**config.mk**
```make
export PLATFORM = sky130hd
export DESIGN_NAME = serial_pattern_detector_flat
export DESIGN_NICKNAME = d
export VERILOG_FILES = /design/src/rtl/serial_pattern_detector_if.sv /design/src/rtl/serial_pattern_detector.sv /design/src/flat_wrapper.sv
export SDC_FILE = /design/constraint.sdc
export NUM_CORES = 1
export LEC_CHECK = 0
export ABC_AREA = 1
export BUFFER_PORTS_ARGS = -buffer_cell sky130_fd_sc_hd__buf_2
export CAP_MARGIN = 15
export CELL_PAD_IN_SITES_DETAIL_PLACEMENT = 1
export CELL_PAD_IN_SITES_GLOBAL_PLACEMENT = 2
export CORE_ASPECT_RATIO = 0.7
export CORE_MARGIN = 1.5
export CORE_UTILIZATION = 33
export CTS_CLUSTER_DIAMETER = 120
export DETAILED_ROUTE_END_ITERATION = 10
export PLACE_DENSITY_LB_ADDON = 0.1
export RECOVER_POWER = 25
export SLEW_MARGIN = 15
export SYNTH_ARGS = -nofsm -noshare
export SYNTH_HDL_FRONTEND = slang
export SYNTH_SLANG_ARGS = --single-unit
```
**constraint.sdc**
```tcl
create_clock -name clk -period 2.8 [get_ports clk]
set_clock_uncertainty 0.15 [all_clocks]
set_input_delay 0.28 -clock clk [delete_from_list [all_inputs] [get_ports clk]]
set_output_delay 0.28 -clock clk [all_outputs]
set_load 0.005 [all_outputs]
```
**src/rtl/serial_pattern_detector_if.sv**
```systemverilog
// Serial pattern detector port bundle. The detector takes the slave side and the stream source takes the master side.
interface serial_pattern_detector_if #(
  parameter int CNT_W = 4
);
  logic             en;
  logic             din;
  logic             clr;
  logic             match;
  logic [CNT_W-1:0] match_cnt;
  logic             full;
  logic             dbg_state;

  // Qualifier semantics: a din bit is consumed only on a rising clock edge
  // where en=1, and there is no back-pressure. clr wins over en on the same edge.
  modport master (output en, din, clr, input match, match_cnt, full, dbg_state);
  modport slave  (input en, din, clr, output match, match_cnt, full, dbg_state);
endinterface

```
**src/rtl/serial_pattern_detector.sv**
```systemverilog
// Finds a fixed PAT_LEN-bit pattern in a qualified serial stream.
// Each hit produces a one-cycle MATCH pulse and bumps a saturating counter.
module serial_pattern_detector #(
  parameter int                 PAT_LEN = 4,
  parameter logic [PAT_LEN-1:0] PATTERN = 4'b1011,
  parameter bit                 OVERLAP = 1'b1,
  parameter int                 CNT_W   = 4
) (
  input  logic                          clk,
  input  logic                          rst_n,
  serial_pattern_detector_if.slave      bus
);
  localparam int               FW       = $clog2(PAT_LEN + 1);
  localparam logic [FW-1:0]    FILL_MAX = FW'(PAT_LEN);
  localparam logic [CNT_W-1:0] CNT_MAX  = {CNT_W{1'b1}};

  typedef enum logic {FILL = 1'b0, RUN = 1'b1} state_e;

  state_e               state_q, state_d;
  logic [PAT_LEN-1:0]   hist_q, hist_d;
  logic [FW-1:0]        fill_q, fill_d;
  logic                 match_q, match_d;
  logic [CNT_W-1:0]     cnt_q, cnt_d;

  logic [PAT_LEN-1:0]   hist_next;
  logic [FW-1:0]        fill_inc;
  logic                 hit;

  // The match decision uses the history as it will be after this bit is accepted.
  // The fill check keeps a partly filled history from matching.
  assign hist_next = {hist_q[PAT_LEN-2:0], bus.din};
  assign fill_inc  = (fill_q == FILL_MAX) ? fill_q : fill_q + FW'(1);
  assign hit       = (hist_next == PATTERN) && (fill_inc == FILL_MAX);

  always_ff @(posedge clk or negedge rst_n) begin
    if (!rst_n) begin
      state_q <= FILL;
      hist_q  <= '0;
      fill_q  <= '0;
      match_q <= 1'b0;
      cnt_q   <= '0;
    end else begin
      state_q <= state_d;
      hist_q  <= hist_d;
      fill_q  <= fill_d;
      match_q <= match_d;
      cnt_q   <= cnt_d;
    end
  end

  always_comb begin
    state_d = state_q;
    hist_d  = hist_q;
    fill_d  = fill_q;
    match_d = 1'b0;
    cnt_d   = cnt_q;
    if (bus.clr) begin
      state_d = FILL;
      hist_d  = '0;
      fill_d  = '0;
      cnt_d   = '0;
    end else if (bus.en) begin
      hist_d = hist_next;
      fill_d = fill_inc;
      if (fill_inc == FILL_MAX) state_d = RUN;
      if (hit) begin
        match_d = 1'b1;
        if (cnt_q != CNT_MAX) cnt_d = cnt_q + CNT_W'(1);
        // Non-overlapping mode starts the next search from an empty history.
        if (!OVERLAP) begin
          state_d = FILL;
          hist_d  = '0;
          fill_d  = '0;
        end
      end
    end
  end

  assign bus.match     = match_q;
  assign bus.match_cnt = cnt_q;
  assign bus.full      = (state_q == RUN);
  assign bus.dbg_state = state_q;
endmodule

```
**src/flat_wrapper.sv**
```systemverilog
// flat-port wrapper written by rule: the top's interface ports become plain ports
module serial_pattern_detector_flat 
#(
  parameter int                 PAT_LEN = 4,
  parameter logic [PAT_LEN-1:0] PATTERN = 4'b1011,
  parameter bit                 OVERLAP = 1'b1,
  parameter int                 CNT_W   = 4
)
  (clk, rst_n, bus_en, bus_din, bus_clr, bus_match, bus_match_cnt, bus_full, bus_dbg_state);
  serial_pattern_detector_if #(.CNT_W(CNT_W)) bus_i ();
  input  logic clk;
  input  logic rst_n;
  input wire logic [$bits(bus_i.en)-1:0] bus_en;
  input wire logic [$bits(bus_i.din)-1:0] bus_din;
  input wire logic [$bits(bus_i.clr)-1:0] bus_clr;
  output wire logic [$bits(bus_i.match)-1:0] bus_match;
  output wire logic [$bits(bus_i.match_cnt)-1:0] bus_match_cnt;
  output wire logic [$bits(bus_i.full)-1:0] bus_full;
  output wire logic [$bits(bus_i.dbg_state)-1:0] bus_dbg_state;
  assign bus_i.en = bus_en;
  assign bus_i.din = bus_din;
  assign bus_i.clr = bus_clr;
  assign bus_match = bus_i.match;
  assign bus_match_cnt = bus_i.match_cnt;
  assign bus_full = bus_i.full;
  assign bus_dbg_state = bus_i.dbg_state;
  serial_pattern_detector #(.PAT_LEN(PAT_LEN), .PATTERN(PATTERN), .OVERLAP(OVERLAP), .CNT_W(CNT_W)) u_core (.clk(clk), .rst_n(rst_n), .bus(bus_i));
endmodule
```
Yosys cells after proc, flatten, opt, wreduce, memory -nomap -nowiden --
Cells that the tools add are included.
Cells by class: reductions and logical operators 7, equal/unequal tests 4, multiplexer cells 15, add/subtract/negate cells 2
Operator list (number):
- $mux 4 | 4
- $mux 3 | 5
- $reduce_bool 2->1 | 4
- $eq 3x3->1 const B | 2
- $mux 1 | 6
- $add 4x1->4 const B | 1
- $eq 4x4->1 const B | 1
- $ne 4x4->1 const B | 1
- $add 3x1->3 const B | 1
- $reduce_and 3->1 | 1
- $reduce_and 2->1 | 1
- $logic_and 1x1->1 | 1
Storage, ports and cells: flip-flop bits (word level) 12, logic and storage cells 33, output and inout port bits 7, bits of input ports 5

Longest topological paths before layout --
Gate-level depths: netlist of run 1.
depth in word-level cells 7, depth in mapped cells 10, gate-level depth less buffers 10

Worst setup path after synthesis of run 1 --
OpenSTA, ideal clock, no wires.
path type register to register, start register u_core.fill_q[0], end register u_core.cnt_q[0] (netlist: u_core.bus.match_cnt[0]), period minus slack after synthesis 1.433 ns, data arrival time 1.166 ns, data required time 2.533 ns, path buffers 0, cell stages (with the launch flop) 10, path slack 1.367 ns, path through dfrtp_1 > inv_1 > ha_1 > nand2_2 > nand2_2 > nand2_4 > nor2_4 > nand4_4 > nand3_1 > nand2_1
On the way: longest elaborated chain between the ends 6
RTL lines:
- start: declaration | RTL line serial_pattern_detector.sv:21 | logic [FW-1:0] fill_q, fill_d;
- start signal: assignment | RTL line serial_pattern_detector.sv:45 | fill_q <= fill_d;
- $add 3x1->3 or $eq 3x3->1 (tied branches) | RTL line serial_pattern_detector.sv:32 | assign fill_inc = (fill_q == FILL_MAX) ? fill_q : fill_q + FW'(1);
- $mux 3 (*) | RTL line serial_pattern_detector.sv:32
- $eq 3x3->1 (*) | RTL line serial_pattern_detector.sv:33 | assign hit = (hist_next == PATTERN) && (fill_inc == FILL_MAX);
- $logic_and 1x1->1 (*) | RTL line serial_pattern_detector.sv:33
- $reduce_bool 2->1 (no line) (*)
- $reduce_and 3->1 (no line) (*)
- end signal: assignment | RTL line serial_pattern_detector.sv:47 | cnt_q <= cnt_d;
- end: declaration | RTL line serial_pattern_detector.sv:23 | logic [CNT_W-1:0] cnt_q, cnt_d;
Mark *: on every way between the ends. The rest lies on a longest branch, timed or not. A chain may end at the register's enable or synchronous reset.

Worst setup path in the final report of run 1 --
start register u_core.fill_q[0], end register u_core.cnt_q[3] (netlist: u_core.bus.match_cnt[3])
Same word-level chain as after synthesis.

==> results of run 1 <==
## state kept, by name (all words and copies together), names as in the netlist
register	flops
u_core.hist_q	3
u_core.fill_q	3
u_core.bus.dbg_state	1
u_core.bus.match_cnt	4
u_core.bus.match	1
## layer usage
layer  wire length, µm  share of wire, %  up-vias  track usage [%]
met1               787                55      256            18.48
met5                 0                 0        -                0
met3                60               4.2        2            5.678
li1                  -                 -      281                -
met2               577                40       10            20.40
met4                13              0.90        0            5.233
## worst min-delay path, delay by kind of cell
kind / cells / cell delay [ns]
simple gates: 1 / 0.07
compound gates: 1 / 0.07
buf+inv: 1 / 0.09
## Yosys cell counts (2+ instances only)
master / count
o21ai_1: 3
o22ai_1: 3
nand2_2: 2
dfrtp_1: 12
nor2_1: 6
nand2_1: 17
buf_2: 2
nand2_4: 2
inv_1: 11
nand3_1: 10
ha_1: 3
## final timing paths
path | start | end | cells past startpoint
setup reg to reg | u_core.fill_q[0] | u_core.bus.match_cnt[3] | 10
hold reg to reg | u_core.bus.dbg_state | u_core.bus.dbg_state | 2
hold / removal | bus_din | u_core.hist_q[0] | 3
max in group asynchronous | rst_n | u_core.bus.match | 2
min in group asynchronous | rst_n | u_core.hist_q[2] | 2
setup / recovery | u_core.fill_q[0] | u_core.bus.match_cnt[3] | 10
## what timing repair did
| item | in CTS | in global routing |
|---|---|---|
| hold buffers | 1 | 0 |
| hold endpoints to repair | 12 | 0 |
| endpoints found under the setup margin | 0 | 0 |
## cells by family after synthesis
| kind of cell | Yosys count | synth area share, % |
|---|---|---|
| AOI/OAI and AO/OA | 7 | 5.708 |
| xor gates and xnor gates | 1 | 1.289 |
| adders and majority gates | 3 | 5.525 |
| buffers and inverters | 15 | 9.208 |
| DFF | 12 | 44.20 |
| and+or+nand+nor | 43 | 34.07 |
## cell usage in the layout, fill, tap and decap left out
cell,instances
a21oi_1,1
buf_2,10
clkbuf_1,1
clkbuf_4,3
clkbuf_8,1
dfrtp_1,12
dlygate4sd3_1,1
ha_1,3
inv_1,11
inv_2,1
nand2_1,17
nand2_2,2
nand2_4,2
nand3_1,10
nand3_2,1
nand4_4,1
nor2_1,6
nor2_2,1
nor2_4,1
nor3_1,1
o21ai_1,3
o22ai_1,3
or2_0,1
xor2_1,1
## through the flow
stage / power (mW) / area (µm²) / hold WS, ns
after floorplan: 0.2740 / 679.4 / -0.1656
after global placement: 0.3011 / 744.5 / 0.02422
after detailed placement: 0.3025 / 744.5 / 0.02848
after CTS: 0.4444 / 790.8 / 0.1168
after global routing: 0.4609 / 789.5 / 0.1327
final: 0.4360 / 789.5 / 0.1211
## cell type report
| class | instances | area [µm²] |
|---|---|---|
| Inverter | 12 | 45.04 |
| Multi-Input combinational cell | 54 | 316.6 |
| Clock buffer | 4 | 36.28 |
| Timing Repair Buffer | 12 | 63.81 |
| Fill cell | 233 | 1114 |
| Sequential cell | 12 | 300.3 |
| Tap cell | 22 | 27.53 |
## power by group through the flow
stage | Sequential (mW) | Clock [mW] | Combinational (mW)
after global placement | 0.204 | 0 | 0.0973
after CTS | 0.200 | 0.144 | 0.101
after global routing | 0.202 | 0.148 | 0.112
final | 0.200 | 0.137 | 0.0983
after floorplan | 0.202 | 0 | 0.0725
after detailed placement | 0.204 | 0 | 0.0988
==> flow_summary_export.csv, run 1 <==
group,metric,value,unit
synth,yosys_warnings,0,
floorplan,io_pins,12,
finish,final_util,41.49,%
power_and_ir_drop,swShare,30.49,%
sta,fin_crit_sh,56.14,%
power_and_ir_drop,p_sw,132.9,µW
clock_network,cts_tree,"yes",
drt,via_count,549,
clock_network,htreeDepth,1,
power_and_ir_drop,p_comb_share,22.5,%
placement,io_buffers,11,
synth,synth-seq-cells,12,
sta,relSlewSlack,56.47,%
critical_path,cp_num_buf_inv,1,
finish,layout.cells.non_filler,116,
grt,grt_max_degree,13,
synth,synth_largest_area_cell,"dfrtp_1",
drt,vias_per_cell,4.733,
synth,syn_nets,89,
placement,place_hpwl,1168,µm
floorplan,start_util,35.70,%
critical_path,crit_path_top_delay_cell,"dfrtp_1",
drt,drtIter0Drc,8,
critical_path,cp_top_family,"simple AND/OR/NAND/NOR gates",
critical_path,rrSetupSlack,1.23,ns
drt,drt_first_pass_iters,4,
sta,worstMarginPinSlew,0.6529,ns
synth,seq_area_frac_synth,44.20,%
outcome,status,"completed",
sta,fmax,636.2,MHz
finish,diodes,0,
floorplan,die_h,40.96,µm
drt,drc,0,
power_and_ir_drop,peakVddDrop,0.3200,mV
sta,timing.final.crit_period,1.572,ns
clock_network,clkTransAtPathRegs,0.08,ns
placement,dp_cells,111,
clock_network,cts_root_buffer,"clkbuf_4",
sta,rsz0062_at_grt,"false",
clock_network,cts_inserted_buffers,3,
sta,tns,0,ns
grt,grt_pass1_vias,500,
clock_network,post_cts_buffers,0,
placement,gp_congestion,0.7480,
synth,synth_area_leaders,"dfrtp_1, nand2_1, nand3_1",
run,drv_cap,0,
clock_network,cts_resized,0,
synth,synth.avg_cell_area,8.388,µm²
floorplan,num_rows,13,
floorplan,die_width,57.23,µm
critical_path,critPathArrivalTime,1.63,ns
sta,slew_viol_final,0,
critical_path,required,2.86,ns
power_and_ir_drop,seqPwrFrac,45.9,%
synth,synth_cells,81,
synth,async_reset_ff_share,100.0,%
synth,synthFlopType,"dfrtp_1",
synth,syn_area,679.4,µm²
sta,setup_viol,0,
sta,hold_violations,0,
synth,netlist-cell-type-count,21,
floorplan,fp.dieArea,2344,µm²
finish,drive_above_1_share,24.47,%
power_and_ir_drop,pwr-share-clk,31.5,%
placement,dp_slack,1.236,ns
critical_path,criticalPathCategory,"reg2reg",
critical_path,crit_path_cell_trace,"inv_1, ha_1, nand2_2, nand2_2, nand2_4, nor2_4, nand4_4, nand2_4, nand2_1, nand2_1",
grt,antenna_found_initial,0,
clock_network,clock_sinks,12,
clock_network,clkLatencyLatePin,0.28,ns
critical_path,cp_slowest_stage_delay,0.41,ns
drt,routedWlPerCell,12.40,µm
critical_path,worstSetupStartpointType,"register",
critical_path,worstSetupEndpointType,"register",
finish,num-nets-final,103,
finish,area_growth,16.21,%
grt,gr-total-overflow,0,
grt,grt_pass1_wl,2249,µm
power_and_ir_drop,p_leak,0.4078,nW
synth,synth_edf_count,0,
clock_network,clock_path_buffers,2,
sta,fin_ws,1.228,ns
synth,yosys.area.top_type_share,44.20,%
power_and_ir_drop,power.density,552.2,nW/µm²
drt,antenna_left,0,
floorplan,core_area,1903,µm²
critical_path,crit_fanout,5,
grt,track_usage,13.89,%
power_and_ir_drop,p_int,303.0,µW
worst_hold_path,hp-class,"in2reg",
drt,drt-total-wl,1438,µm
No activity file was read; power rests on OpenSTA's default activity.
==> inputs of run 2 (changes only) <==
--- a/config.mk
+++ b/config.mk
@@ -12,7 +12,7 @@
 export CELL_PAD_IN_SITES_GLOBAL_PLACEMENT = 2
 export CORE_ASPECT_RATIO = 0.7
 export CORE_MARGIN = 1.5
-export CORE_UTILIZATION = 33
+export CORE_UTILIZATION = 31
 export CTS_CLUSTER_DIAMETER = 120
 export DETAILED_ROUTE_END_ITERATION = 10
 export PLACE_DENSITY_LB_ADDON = 0.1
==> constraint.sdc (replaced) <==
create_clock -name clk -period 1.5 [get_ports clk]
set_clock_uncertainty 0.15 [all_clocks]
set_input_delay 0.15 -clock clk [delete_from_list [all_inputs] [get_ports clk]]
set_output_delay 0.15 -clock clk [all_outputs]
set_load 0.005 [all_outputs]
==> flow_summary_export.csv, run 2 (same netlist as run 1, synthesis figures left out) <==
group,metric,value,unit
finish,layout.cells.non_filler,121,
clock_network,clkTransAtPathRegs,0.08,ns
sta,worstMarginPinSlew,0.6860,ns
critical_path,required,1.56,ns
power_and_ir_drop,pwr-share-clk,29.7,%
placement,io_buffers,11,
placement,place_hpwl,1290,µm
power_and_ir_drop,p_sw,273.9,µW
drt,via_count,585,
outcome,status,"completed",
placement,gp_congestion,0.7572,
sta,hold_violations,0,
clock_network,clock_sinks,12,
critical_path,criticalPathCategory,"reg2reg",
drt,drc,0,
floorplan,fp.dieArea,2486,µm²
floorplan,num_rows,13,
grt,antenna_found_initial,0,
power_and_ir_drop,power.density,1014,nW/µm²
finish,diodes,0,
sta,fmax,672.2,MHz
critical_path,critPathArrivalTime,1.55,ns
clock_network,cts_tree,"yes",
finish,final_common_cell,"nand2_1",
critical_path,crit_fanout,5,
grt,track_usage,16.04,%
critical_path,worstSetupEndpointType,"register",
run,drv_cap,0,
sta,setup_viol,0,
floorplan,start_util,34.81,%
finish,layout_common_cells,"nand2_1, dfrtp_1, buf_2",
power_and_ir_drop,peakVddDrop,0.5312,mV
drt,drt_first_pass_iters,3,
floorplan,die_width,58.96,µm
floorplan,io_pins,12,
finish,drive_above_1_share,32.32,%
drt,drt-total-wl,1643,µm
finish,area_growth,26.89,%
sta,timing.final.crit_period,1.488,ns
grt,grt_pass1_wl,2939,µm
power_and_ir_drop,p_comb_share,27.7,%
sta,fin_crit_sh,99.18,%
drt,routedWlPerCell,13.58,µm
clock_network,htreeDepth,1,
sta,rsz0062_at_grt,"true",
drt,drtIter0Drc,22,
critical_path,worstSetupStartpointType,"register",
clock_network,clkLatencyLatePin,0.27,ns
sta,relSlewSlack,54.27,%
power_and_ir_drop,finalPower,874.3,µW
drt,antenna_left,0,
floorplan,die_h,42.17,µm
grt,gr-total-overflow,0,
worst_hold_path,hp-class,"in2reg",
floorplan,core_area,1952,µm²
grt,grt_max_degree,13,
sta,slew_viol_final,0,
finish,largest_register_ffs,4,
power_and_ir_drop,p_int,600.5,µW
placement,dp_cells,115,
power_and_ir_drop,swShare,31.32,%
finish,num-nets-final,108,
finish,final_util,44.17,%
power_and_ir_drop,p_leak,0.4400,nW
clock_network,cts_root_buffer,"clkbuf_4",
grt,grt_pass1_vias,602,
sta,tns,0,ns
clock_network,clock_path_buffers,2,
clock_network,cts_inserted_buffers,3,
sta,holdWs,0.03826,ns
power_and_ir_drop,seqPwrFrac,42.6,%
drt,vias_per_cell,4.835,
[run 2: cell types whose count changed in the layout (fill, tap and decap cells not counted)]
| cell | delta |
|---|---|
| nand3_1 | -2 |
| dlygate4sd3_1 | +1 |
| nand3_2 | +2 |
| nand2_4 | +2 |
| inv_1 | -2 |
| ha_1 | -1 |
| buf_4 | +4 |
| ha_4 | +1 |
| inv_2 | +2 |
| nand2_2 | -2 |
[run 2: cell type report]
cell class | instances | area [µm²]
flip-flops and latches | 12 | 300.3
clock buffers | 4 | 36.28
well taps | 22 | 27.53
fillers | 238 | 1090
multi-input cells | 54 | 349.1
inverters | 12 | 45.04
repair buffers | 17 | 103.9
[run 2: repair_timing]
item / CTS / global route
setup endpoints to repair: 5 / 6
hold buffers: 2 / 0
setup buffers: 0 / 0
endpoints found under the hold margin: 13 / 0
pin swaps: 1 / 2
gates resized for setup: 8 / 0
cloned: 0 / 0
[run 2: critical path, cell delays in order, from the launching register on]
cell	delay [ns]
dfrtp_1	0.41
inv_2	0.09
ha_4	0.14
nand2_4	0.05
nand2_4	0.06
nand2_4	0.06
nor2_4	0.09
nand4_4	0.14
nand2_4	0.12
nand2_1	0.05
nand2_1	0.05
[run 2: per-stage QoR]
stage	cell area (µm²)	worst slack, ns
6_report	862.1	0.01232
5_1_grt	862.1	-0.1036
4_1_cts	863.3	-0.007625
3_5_place_dp	774.5	-0.03777
3_3_place_gp	774.5	-0.01544
2_1_floorplan	679.4	0.06723
[run 2: path summary, 6_finish.rpt]
check / cells after the start / slack [ns] / end / start
min reg2reg: 2 / 0.39 / u_core.bus.dbg_state / u_core.bus.dbg_state
min: 3 / 0.04 / u_core.hist_q[0] / bus_en
max in group asynchronous: 2 / 0.49 / u_core.bus.match_cnt[0] / rst_n
min in group asynchronous: 2 / 0.27 / u_core.fill_q[2] / rst_n
max reg2reg: 10 / 0.01 / u_core.bus.match_cnt[3] / u_core.fill_q[0]
max: 10 / 0.01 / u_core.bus.match_cnt[3] / u_core.fill_q[0]
[run 2: power groups by stage]
stage	Combinational (mW)	Sequential, mW	Clock [mW]
2_1_floorplan	0.135	0.376	0
3_3_place_gp	0.209	0.375	0
3_5_place_dp	0.213	0.376	0
4_1_cts	0.244	0.373	0.274
5_1_grt	0.272	0.376	0.295
6_report	0.242	0.372	0.260
[run 2: metal layers]
metal	vias to the layer above	share of wire, %	GRT usage, %
met5	-	0	0
met4	0	0	1.364
met3	0	4.6	6.790
met2	10	40	22.44
met1	279	55	23.63
li1	296	-	-
==> inputs of run 3 (changes only) <==
--- a/config.mk
+++ b/config.mk
@@ -5,14 +5,13 @@
 export SDC_FILE = /design/constraint.sdc
 export NUM_CORES = 1
 export LEC_CHECK = 0
-export ABC_AREA = 1
 export BUFFER_PORTS_ARGS = -buffer_cell sky130_fd_sc_hd__buf_2
 export CAP_MARGIN = 15
 export CELL_PAD_IN_SITES_DETAIL_PLACEMENT = 1
 export CELL_PAD_IN_SITES_GLOBAL_PLACEMENT = 2
 export CORE_ASPECT_RATIO = 0.7
 export CORE_MARGIN = 1.5
-export CORE_UTILIZATION = 31
+export CORE_UTILIZATION = 32
 export CTS_CLUSTER_DIAMETER = 120
 export DETAILED_ROUTE_END_ITERATION = 10
 export PLACE_DENSITY_LB_ADDON = 0.1
==> flow_summary_export.csv, run 3 <==
group,metric,value,unit
synth,synth_largest_area_cell,"dfrtp_1",
floorplan,io_pins,12,
synth,ys_top_cells_by_count,"dfrtp_1, nor2_1, a21oi_1, nand2_1",
synth,yosysMostFrequentCell,"dfrtp_1",
drt,drc,0,
floorplan,die_h,40.98,µm
grt,use_met3,5.678,%
worst_hold_path,hp-class,"in2reg",
drt,via_count,566,
sta,timing.final.crit_period,2.005,ns
sta,slew_viol_final,0,
sta,fmax,498.8,MHz
sta,relSlewSlack,55.29,%
synth,seq_area_frac_synth,45.54,%
sta,fin_crit_sh,133.7,%
synth,synth.avg_cell_area,10.30,µm²
critical_path,worstSetupEndpointType,"register",
sta,setup_viol,6,
placement,io_buffers,11,
power_and_ir_drop,peakVddDrop,0.6337,mV
finish,largest_register_ffs,4,
finish,layout_common_cells,"buf_4, dfrtp_1, buf_2",
grt,grt_pass1_vias,541,
drt,drt_first_pass_iters,4,
grt,use_met1,19.05,%
clock_network,clock_path_buffers,2,
grt,grtUsageMet2,28.16,%
finish,area_growth,41.37,%
placement,dpl_cell_area,833.3,µm²
synth,synth_area_leaders,"dfrtp_1, mux2i_1, ha_1",
critical_path,crit_path_cell_trace,"ha_2, or3b_4, a311oi_4, and3_4, mux2_4",
synth,synth-seq-cells,12,
sta,fin_ws,-0.5048,ns
synth,synth_cells,64,
critical_path,cp_top_family,"simple AND/OR/NAND/NOR gates",
grt,track_usage,15.81,%
sta,worstMarginPinSlew,0.6707,ns
clock_network,htreeDepth,1,
grt,top_usage_layer,"met2",
placement,place_hpwl,1172,µm
finish,num-nets-final,102,
placement,dp_slack,-0.5963,ns
floorplan,num_rows,13,
critical_path,crit_path_top_delay_cell,"dfrtp_1",
grt,grt_pass1_wl,2615,µm
grt,gr-total-overflow,0,
synth,synth_edf_count,0,
synth,syn_nets,72,
sta,rsz0062_at_grt,"true",
sta,holdWs,0.003441,ns
synth,yosys.area.top_type_share,45.54,%
critical_path,worstSetupStartpointType,"register",
synth,yosys_warnings,0,
synth,netlist-cell-type-count,26,
floorplan,fp.dieArea,2346,µm²
synth,async_reset_ff_share,100.0,%
floorplan,start_util,34.65,%
placement,gp_congestion,0.7402,
run,drv_cap,0,
critical_path,cp_num_buf_inv,0,
finish,final_common_cell,"buf_4",
clock_network,clock_sinks,12,
synth,syn_area,659.4,µm²
finish,drive_above_1_share,46.24,%
clock_network,cts_root_buffer,"clkbuf_4",
finish,final_area,932.1,µm²
critical_path,crit_fanout,3,
power_and_ir_drop,power.density,816.7,nW/µm²
power_and_ir_drop,p_leak,0.4588,nW
drt,drt-total-wl,1613,µm
clock_network,clkLatencyLatePin,0.28,ns
drt,vias_per_cell,4.922,
floorplan,die_width,57.26,µm
floorplan,core_area,1903,µm²
drt,routedWlPerCell,14.03,µm
clock_network,cts_tree,"yes",
clock_network,cts_inserted_buffers,3,
drt,antenna_left,0,
sta,tns,-2.691,ns
sta,hold_violations,0,
power_and_ir_drop,finalPower,761.3,µW
critical_path,cp_slowest_stage_delay,0.41,ns
drt,drtIter0Drc,5,
synth,synthFlopType,"dfrtp_1",
finish,diodes,0,
critical_path,criticalPathCategory,"reg2reg",
critical_path,required,1.52,ns
critical_path,critPathArrivalTime,2.03,ns
clock_network,clkTransAtPathRegs,0.09,ns
grt,grt_max_degree,15,
outcome,status,"finished with violations",
outcome,failed_checks,"negative setup slack",
grt,antenna_found_initial,0,
-- run 3: changes by cell type in the layout (fill, tap and decap cells not counted), moves of 4 or more --
| cell | previous run | this run |
|---|---|---|
| nand2_1 | 17 | 4 |
| buf_4 | 4 | 14 |
| inv_1 | 9 | 1 |
| nand3_1 | 8 | 1 |
| mux2i_1 | 0 | 4 |
| nand2_4 | 4 | 0 |
| nand2b_1 | 0 | 4 |
-- run 3: final timing paths --
kind,slack [ns],end,start,depth (start not counted)
worst max-delay path,-0.50,u_core.bus.match_cnt[0],u_core.fill_q[1],5
worst min-delay path,0.003,u_core.hist_q[0],bus_en,3
worst max register to register,-0.50,u_core.bus.match_cnt[0],u_core.fill_q[1],5
worst min register to register,0.38,u_core.bus.dbg_state,u_core.bus.dbg_state,2
max in group asynchronous,0.51,u_core.fill_q[2],rst_n,2
min in group asynchronous,0.25,u_core.hist_q[2],rst_n,2
-- run 3: cell type report --
| cell class | instances | area [µm²] |
|---|---|---|
| flip-flops and latches | 12 | 300.3 |
| well taps | 22 | 27.53 |
| multi-input cells | 46 | 365.4 |
| clock buffers | 4 | 36.28 |
| fillers | 218 | 970.9 |
| repair buffers | 28 | 191.4 |
| inverters | 3 | 11.26 |
-- run 3: power breakdown --
part	internal (mW)	switching [mW]	leakage, nW	total, mW
clock	0.148	0.122	0.0210	0.269
combinational	0.0798	0.0691	0.273	0.149
sequential	0.333	0.00954	0.165	0.343
total	0.561	0.200	0.459	0.761
-- run 3: kinds of logic (layout without fill, tap and decap cells) --
kind of cell / after synthesis / in the layout / share of synthesized area, %
fa+ha+maj: 3 / 3 / 5.693
mux: 5 / 5 / 8.349
simple gates: 29 / 29 / 25.24
xor+xnor: 1 / 1 / 1.329
buf+inv: 6 / 35 / 4.174
flops: 12 / 12 / 45.54
compound gates: 8 / 8 / 9.677
-- run 3: per-layer routing --
layer / part of all wire (%) / vias to the layer above / routed length [µm]
met2: 49 / 7 / 786
li1: - / 281 / -
met5: 0 / - / 0
met4: 0 / 0 / 0
met3: 2.7 / 0 / 43
met1: 49 / 278 / 783
-- run 3: timing repair --
item,CTS,global route
hold buffers,1,0
gates resized for setup,6,2
setup endpoints to repair,6,7
pin swaps,4,3
endpoints found under the hold margin,12,0
setup buffers,4,1
-- run 3: tightest hold or removal path: stages --
cell and delay, ns:
buf_2 0.10, nand2_1 0.08, a21oi_1 0.06
-- run 3: metrics by stage --
stage,utilization [%],instances
6_report,48.98,115
5_1_grt,48.98,115
4_1_cts,48.78,115
3_5_place_dp,43.79,106
3_3_place_gp,43.79,106
2_1_floorplan,-,64
